$ cat config.mk
export PLATFORM = sky130hd
export DESIGN_NAME = pipe_gen
export DESIGN_NICKNAME = d
export VERILOG_FILES = /design/src/rtl/pipe_gen_pkg.sv /design/src/rtl/pipe_gen_lfsr16.sv /design/src/rtl/pipe_gen.sv
export SDC_FILE = /design/constraint.sdc
export NUM_CORES = 1
export LEC_CHECK = 0
export CORE_MARGIN = 3
export CORE_UTILIZATION = 53
export DETAILED_ROUTE_END_ITERATION = 12
export HOLD_SLACK_MARGIN = 0.15
export PLACE_DENSITY = 0.95
export RECOVER_POWER = 25
export SLEW_MARGIN = 20
export SYNTH_ARGS = -nofsm -noshare
export SYNTH_HDL_FRONTEND = slang
export SYNTH_HIERARCHICAL = 1
export SYNTH_SLANG_ARGS = --single-unit
$ cat constraint.sdc
create_clock -name clk -period 5.75 [get_ports clk]
set_clock_uncertainty 0.05 [all_clocks]
set_input_delay 0.575 -clock clk [delete_from_list [all_inputs] [get_ports clk]]
set_output_delay 0.575 -clock clk [all_outputs]
set_load 0.01 [all_outputs]
$ cat src/rtl/pipe_gen_pkg.sv
// Shared types and helpers for the scrolling pipe field generator.
package pipe_pkg;

  typedef logic [15:0][15:0] pixmap_t;
  typedef logic [15:0]       col_t;

  typedef enum logic [1:0] {
    WAIT   = 2'd0,
    RUN    = 2'd1,
    FROZEN = 2'd2
  } state_t;

  // Fibonacci taps 16,14,13,11 expressed as bit positions 15,13,12,10
  localparam logic [15:0] LFSR_TAPS = 16'hB400;

  function automatic col_t gap_col(input logic [3:0] gapTop, input int gapH);
    col_t c;
    c = '1;
    for (int r = 0; r < 16; r++) begin
      if ((r >= int'(gapTop)) && (r < int'(gapTop) + gapH)) c[r] = 1'b0;
    end
    return c;
  endfunction

endpackage

$ cat src/rtl/pipe_gen_lfsr16.sv
// 16-bit Fibonacci LFSR that advances one step per adv pulse.
module lfsr16
  import pipe_pkg::*;
#(
  parameter logic [15:0] SEED = 16'hACE1
) (
  input  logic        clk,
  input  logic        reset,
  input  logic        adv,
  output logic [15:0] q
);

  always_ff @(posedge clk) begin
    if (reset)    q <= SEED;
    else if (adv) q <= {q[14:0], ^(q & LFSR_TAPS)};
  end

endmodule

$ cat src/rtl/pipe_gen.sv
// Scrolling green pipe field with scoring; PIPE_GEN_SPEEDUP_EN shortens the
// step period by one clock for every 8 points.
module pipe_gen
  import pipe_pkg::*;
#(
  parameter int          TICK_DIV     = 8,
  parameter int          PIPE_SPACING = 6,
  parameter int          GAP_H        = 4,
  parameter logic [15:0] LFSR_SEED    = 16'hACE1
) (
  input  logic              clk,
  input  logic              reset,
  input  logic              start,
  input  logic              isDead,
  output logic [15:0][15:0] GrnPixels,
  output logic [7:0]        score,
  output logic              pipe_passed
);

  state_t      state;
  logic [7:0]  tickCnt;
  logic [7:0]  termCnt;
  logic [3:0]  spaceCnt;
  logic [15:0] lfsrQ;
  logic        runTick;
  logic        step;
  logic        inject;
  col_t        newCol;
  col_t        dropCol;
  logic        unusedLfsrHi;

  function automatic logic [7:0] satInc(input logic [7:0] v);
    return (v == 8'hFF) ? v : v + 8'd1;
  endfunction

  // Keep the gap fully inside the 16 rows
  function automatic logic [3:0] clampGap(input logic [3:0] raw);
    if (int'(raw) > 16 - GAP_H) return 4'(int'(raw) - GAP_H);
    return raw;
  endfunction

`ifdef PIPE_GEN_SPEEDUP_EN
  function automatic logic [7:0] speedTerm(input logic [4:0] level);
    int period;
    period = TICK_DIV - int'(level);
    if (period < 2) period = 2;
    return 8'(period - 1);
  endfunction

  assign termCnt = speedTerm(score[7:3]);
`else
  assign termCnt = 8'(TICK_DIV - 1);
`endif

  assign runTick = (state == RUN) && !isDead;
  assign step    = runTick && (tickCnt == termCnt);
  assign inject  = step && (spaceCnt == 4'd0);

  always_comb begin
    newCol  = '0;
    dropCol = '0;
    if (spaceCnt == 4'd0) newCol = gap_col(clampGap(lfsrQ[3:0]), GAP_H);
    for (int r = 0; r < 16; r++) dropCol[r] = GrnPixels[r][15];
  end

  lfsr16 #(.SEED(LFSR_SEED)) uLfsr (
    .clk   (clk),
    .reset (reset),
    .adv   (inject),
    .q     (lfsrQ)
  );

  assign unusedLfsrHi = ^lfsrQ[15:4];

  // Step stage: shift, inject and score all land on the same edge
  always_ff @(posedge clk) begin
    if (reset) begin
      state       <= WAIT;
      tickCnt     <= 8'd0;
      spaceCnt    <= 4'd0;
      GrnPixels   <= '0;
      score       <= 8'd0;
      pipe_passed <= 1'b0;
    end else begin
      pipe_passed <= 1'b0;
      case (state)
        WAIT: if (start) state <= RUN;
        RUN: begin
          if (isDead) begin
            state <= FROZEN;
          end else begin
            // A period shrink can leave tickCnt past the new terminal: wrap silently
            tickCnt <= (tickCnt >= termCnt) ? 8'd0 : tickCnt + 8'd1;
            if (step) begin
              for (int r = 0; r < 16; r++) GrnPixels[r] <= {GrnPixels[r][14:0], newCol[r]};
              spaceCnt <= inject ? 4'(PIPE_SPACING - 1) : spaceCnt - 4'd1;
              if (|dropCol) begin
                score       <= satInc(score);
                pipe_passed <= 1'b1;
              end
            end
          end
        end
        default: ;
      endcase
    end
  end

endmodule

==> results.md <==
- CTS tree: built
- Die width: 149 µm
- Worst-path clk slew: 60 ps
- Number of global-route vias before repair: 9274
- Die area: 22100 µm²
- Maximum VDD drop: 0.223 mV
- Unrepaired setup endpoints after global routing: false
- Worst Max-Slew Pin Slew: 2800 ps
- # Post-CTS Setup Buffers: 0
- Initial Util: 54.8%
- Drt first pass iters: 5
- #FFs+latches synth: 295
- EDFF count, synth: 0
- Synth top area cells: dfxtp_1, nand2_1, a21oi_1, clkbuf_1, mux2i_1
- Top cell type's share of synthesized area: 54.7%
- IO Pins: 269
- Critical path buffer and inverter count: 2
- Slew Viols, Final: 60
- Crit-path cells: clkbuf_1 -> buf_4 -> nor2_1
- # port buffers: 268
- Global-route wire length before repair: 47.7 mm
- Final count of hold timing violations: 0
- Routed Antenna Nets: 0
- Number of max-cap violations: 1
- Worst Hold Class: flip-flop to flip-flop
- Sequential share of the synthesized area: 54.7%
- CP Launch Type: primary input
- Synth Flop Type: dfxtp_1
- CTS HTree Levels: 1
- Gr ovfl total: 0
- CP max FO: 105
- Setup_tns: 0 ps
- GRT Overall Usage: 26.0%
- Distinct cell type count after synthesis: 50
- # resized after CTS: 0
- Count leader, synth: nand2_1
- Clk sinks: 295
- Synth area leader: dfxtp_1
- Crit Reg-Reg Startpoint: tickCnt[0]$_SDFFE_PP0P_
- CP arrival: 3780 ps
- Layout area overhead: 33.6%
- Core Util, Final: 73.2%
- Fmax: 0.290 GHz
- DR vias/cell: 5.36
- CP Class: primary input to flip-flop
- Post-synth top cells: nand2_1, dfxtp_1, a21oi_1, clkbuf_1, nor2_1
- Via Count: 9887
- Async SR Flop Fraction: 0%
- CP startpoint: reset
- Failing checks: capacitance limit, slew limit
- Delay-heaviest family, CP: buffers and inverters
- Final #Nets: 1571
- Synth Net Count: 1358
- Leakage: 5.06 nW
- Final worst path period share: 60.0%
- Drt total wl: 30.3 mm
- Status: complete, but fails checks
- Clk buf depth: 3
- Mapped Area: 10800 µm²
- DRC errors left: 0
- Num CTS Buffers: 30
- Placement row count: 51
- # diodes: 0
- Die span in y: 149 µm
- Crit end category: flip-flop
- Hold_sp: GrnPixels[227]$_SDFFE_PP0P_
- Largest net degree at the start of global routing: 177
- Hold_buf cts: 0
- FILL cells: 1335
- # setup viols final: 0
- Crit path time final: 3450 ps
- Clk_lat worst skew: 540 ps
- Yosys Warn Count: 6
- Fraction of layout cells with a size suffix above 1: 3.99%
- Storage cell area: 5910 µm²
- DRT iter0 DRCs: 777
- Normalized max-slew margin: -86.7%
- Required @ worst endpoint: 6080 ps
- PD cells: 277 nW/µm²
- Final GP Congestion: 0.881
- HPWL Detailed: 20.2 mm
- Cells after Synth: 1346
- Root buffer selected by CTS: clkbuf_16
- Core area: 19700 µm²
- Multi-input gate area: 4430 µm²
- Avg Cell Area, Syn: 8.02 µm²
- Initial antenna violation count: 0
- Routed len/inst: 16.4 µm
- Slowest CP cell: clkbuf_1
- R2R Setup Slk: 2670 ps
- Slowest cell delay on critical path: 1940 ps
## kinds of logic (layout without fill, tap and decap cells)
kind of cell,count (synthesis),after routing,synth area share (%)
simple gates,604,604,22.4
flops,295,295,54.7
mux,18,18,1.67
buf+inv,103,336,4.30
xor+xnor,11,11,1.03
compound gates,307,307,15.0
fa+ha+maj,8,8,0.927
## path summary, 6_finish.rpt
path / depth (start not counted) / to
min reg2reg: 2 / GrnPixels[228]$_SDFFE_PP0P_
max: 3 / GrnPixels[128]$_SDFFE_PP0P_
max reg2reg: 6 / GrnPixels[224]$_SDFFE_PP0P_
min: 2 / GrnPixels[228]$_SDFFE_PP0P_
## per-layer routing
| metal | wire length (µm) | share of wire, % | global-route usage, % |
|---|---|---|---|
| met1 | 11700 | 38 | 30.7 |
| met2 | 15500 | 51 | 47.0 |
| met3 | 1860 | 6.1 | 4.44 |
| met4 | 1340 | 4.4 | 10.3 |
| met5 | 0 | 0 | 0 |
## metrics by stage
step                      power, mW  std cells  hold WS (ps)  setup slack, ps  cell area [µm²]
after floorplan                2.13       1346           391             3630            10800
after global routing           4.11       1844           428             2010            14400
after CTS                      4.01       1843           410             2650            14400
final                          3.99       1844           405             2300            14400
after detailed placement       2.13       1791           410             2060            13400
after global placement         2.13       1791           401             2120            13400
## layout by cell type, fill, tap and decap left out, types with 8 or more instances in the layout
cell / count
a21oi_1: 267
clkbuf_1: 9
clkbuf_16: 30
clkdlybuf4s50_1: 169
dfxtp_1: 295
dlygate4sd3_1: 98
ha_1: 8
mux2i_1: 18
nand2_1: 513
nor2_1: 41
o21ai_0: 15
or3_1: 8
## registers in the layout, indices dropped and copies added (netlist names)
register     cells
pipe_passed      1
state            2
GrnPixels      256
score            8
spaceCnt         4
uLfsr/q         16
tickCnt          8
## final cells by class
class,instances,area share (%)
flip-flops and latches,295,40.9
multi-input cells,948,30.7
repair buffers,276,19.1
clock buffers,45,6.08
well taps,265,2.30
clock inverters,7,0.685
inverters,8,0.208
## tightest hold or removal path, cell delays in order (launching register included)
cell and delay, ps:
dfxtp_1 320, nand2_1 60, a21oi_1 50
## power breakdown
group / total [mW] / leakage [nW] / internal (mW) / switching, mW
logic: 0.0437 / 2.21 / 0.00809 / 0.0356
registers: 2.05 / 2.38 / 2.05 / 0.00201
clock network: 1.90 / 0.477 / 1.14 / 0.765
No activity file was read; power rests on OpenSTA's default activity.
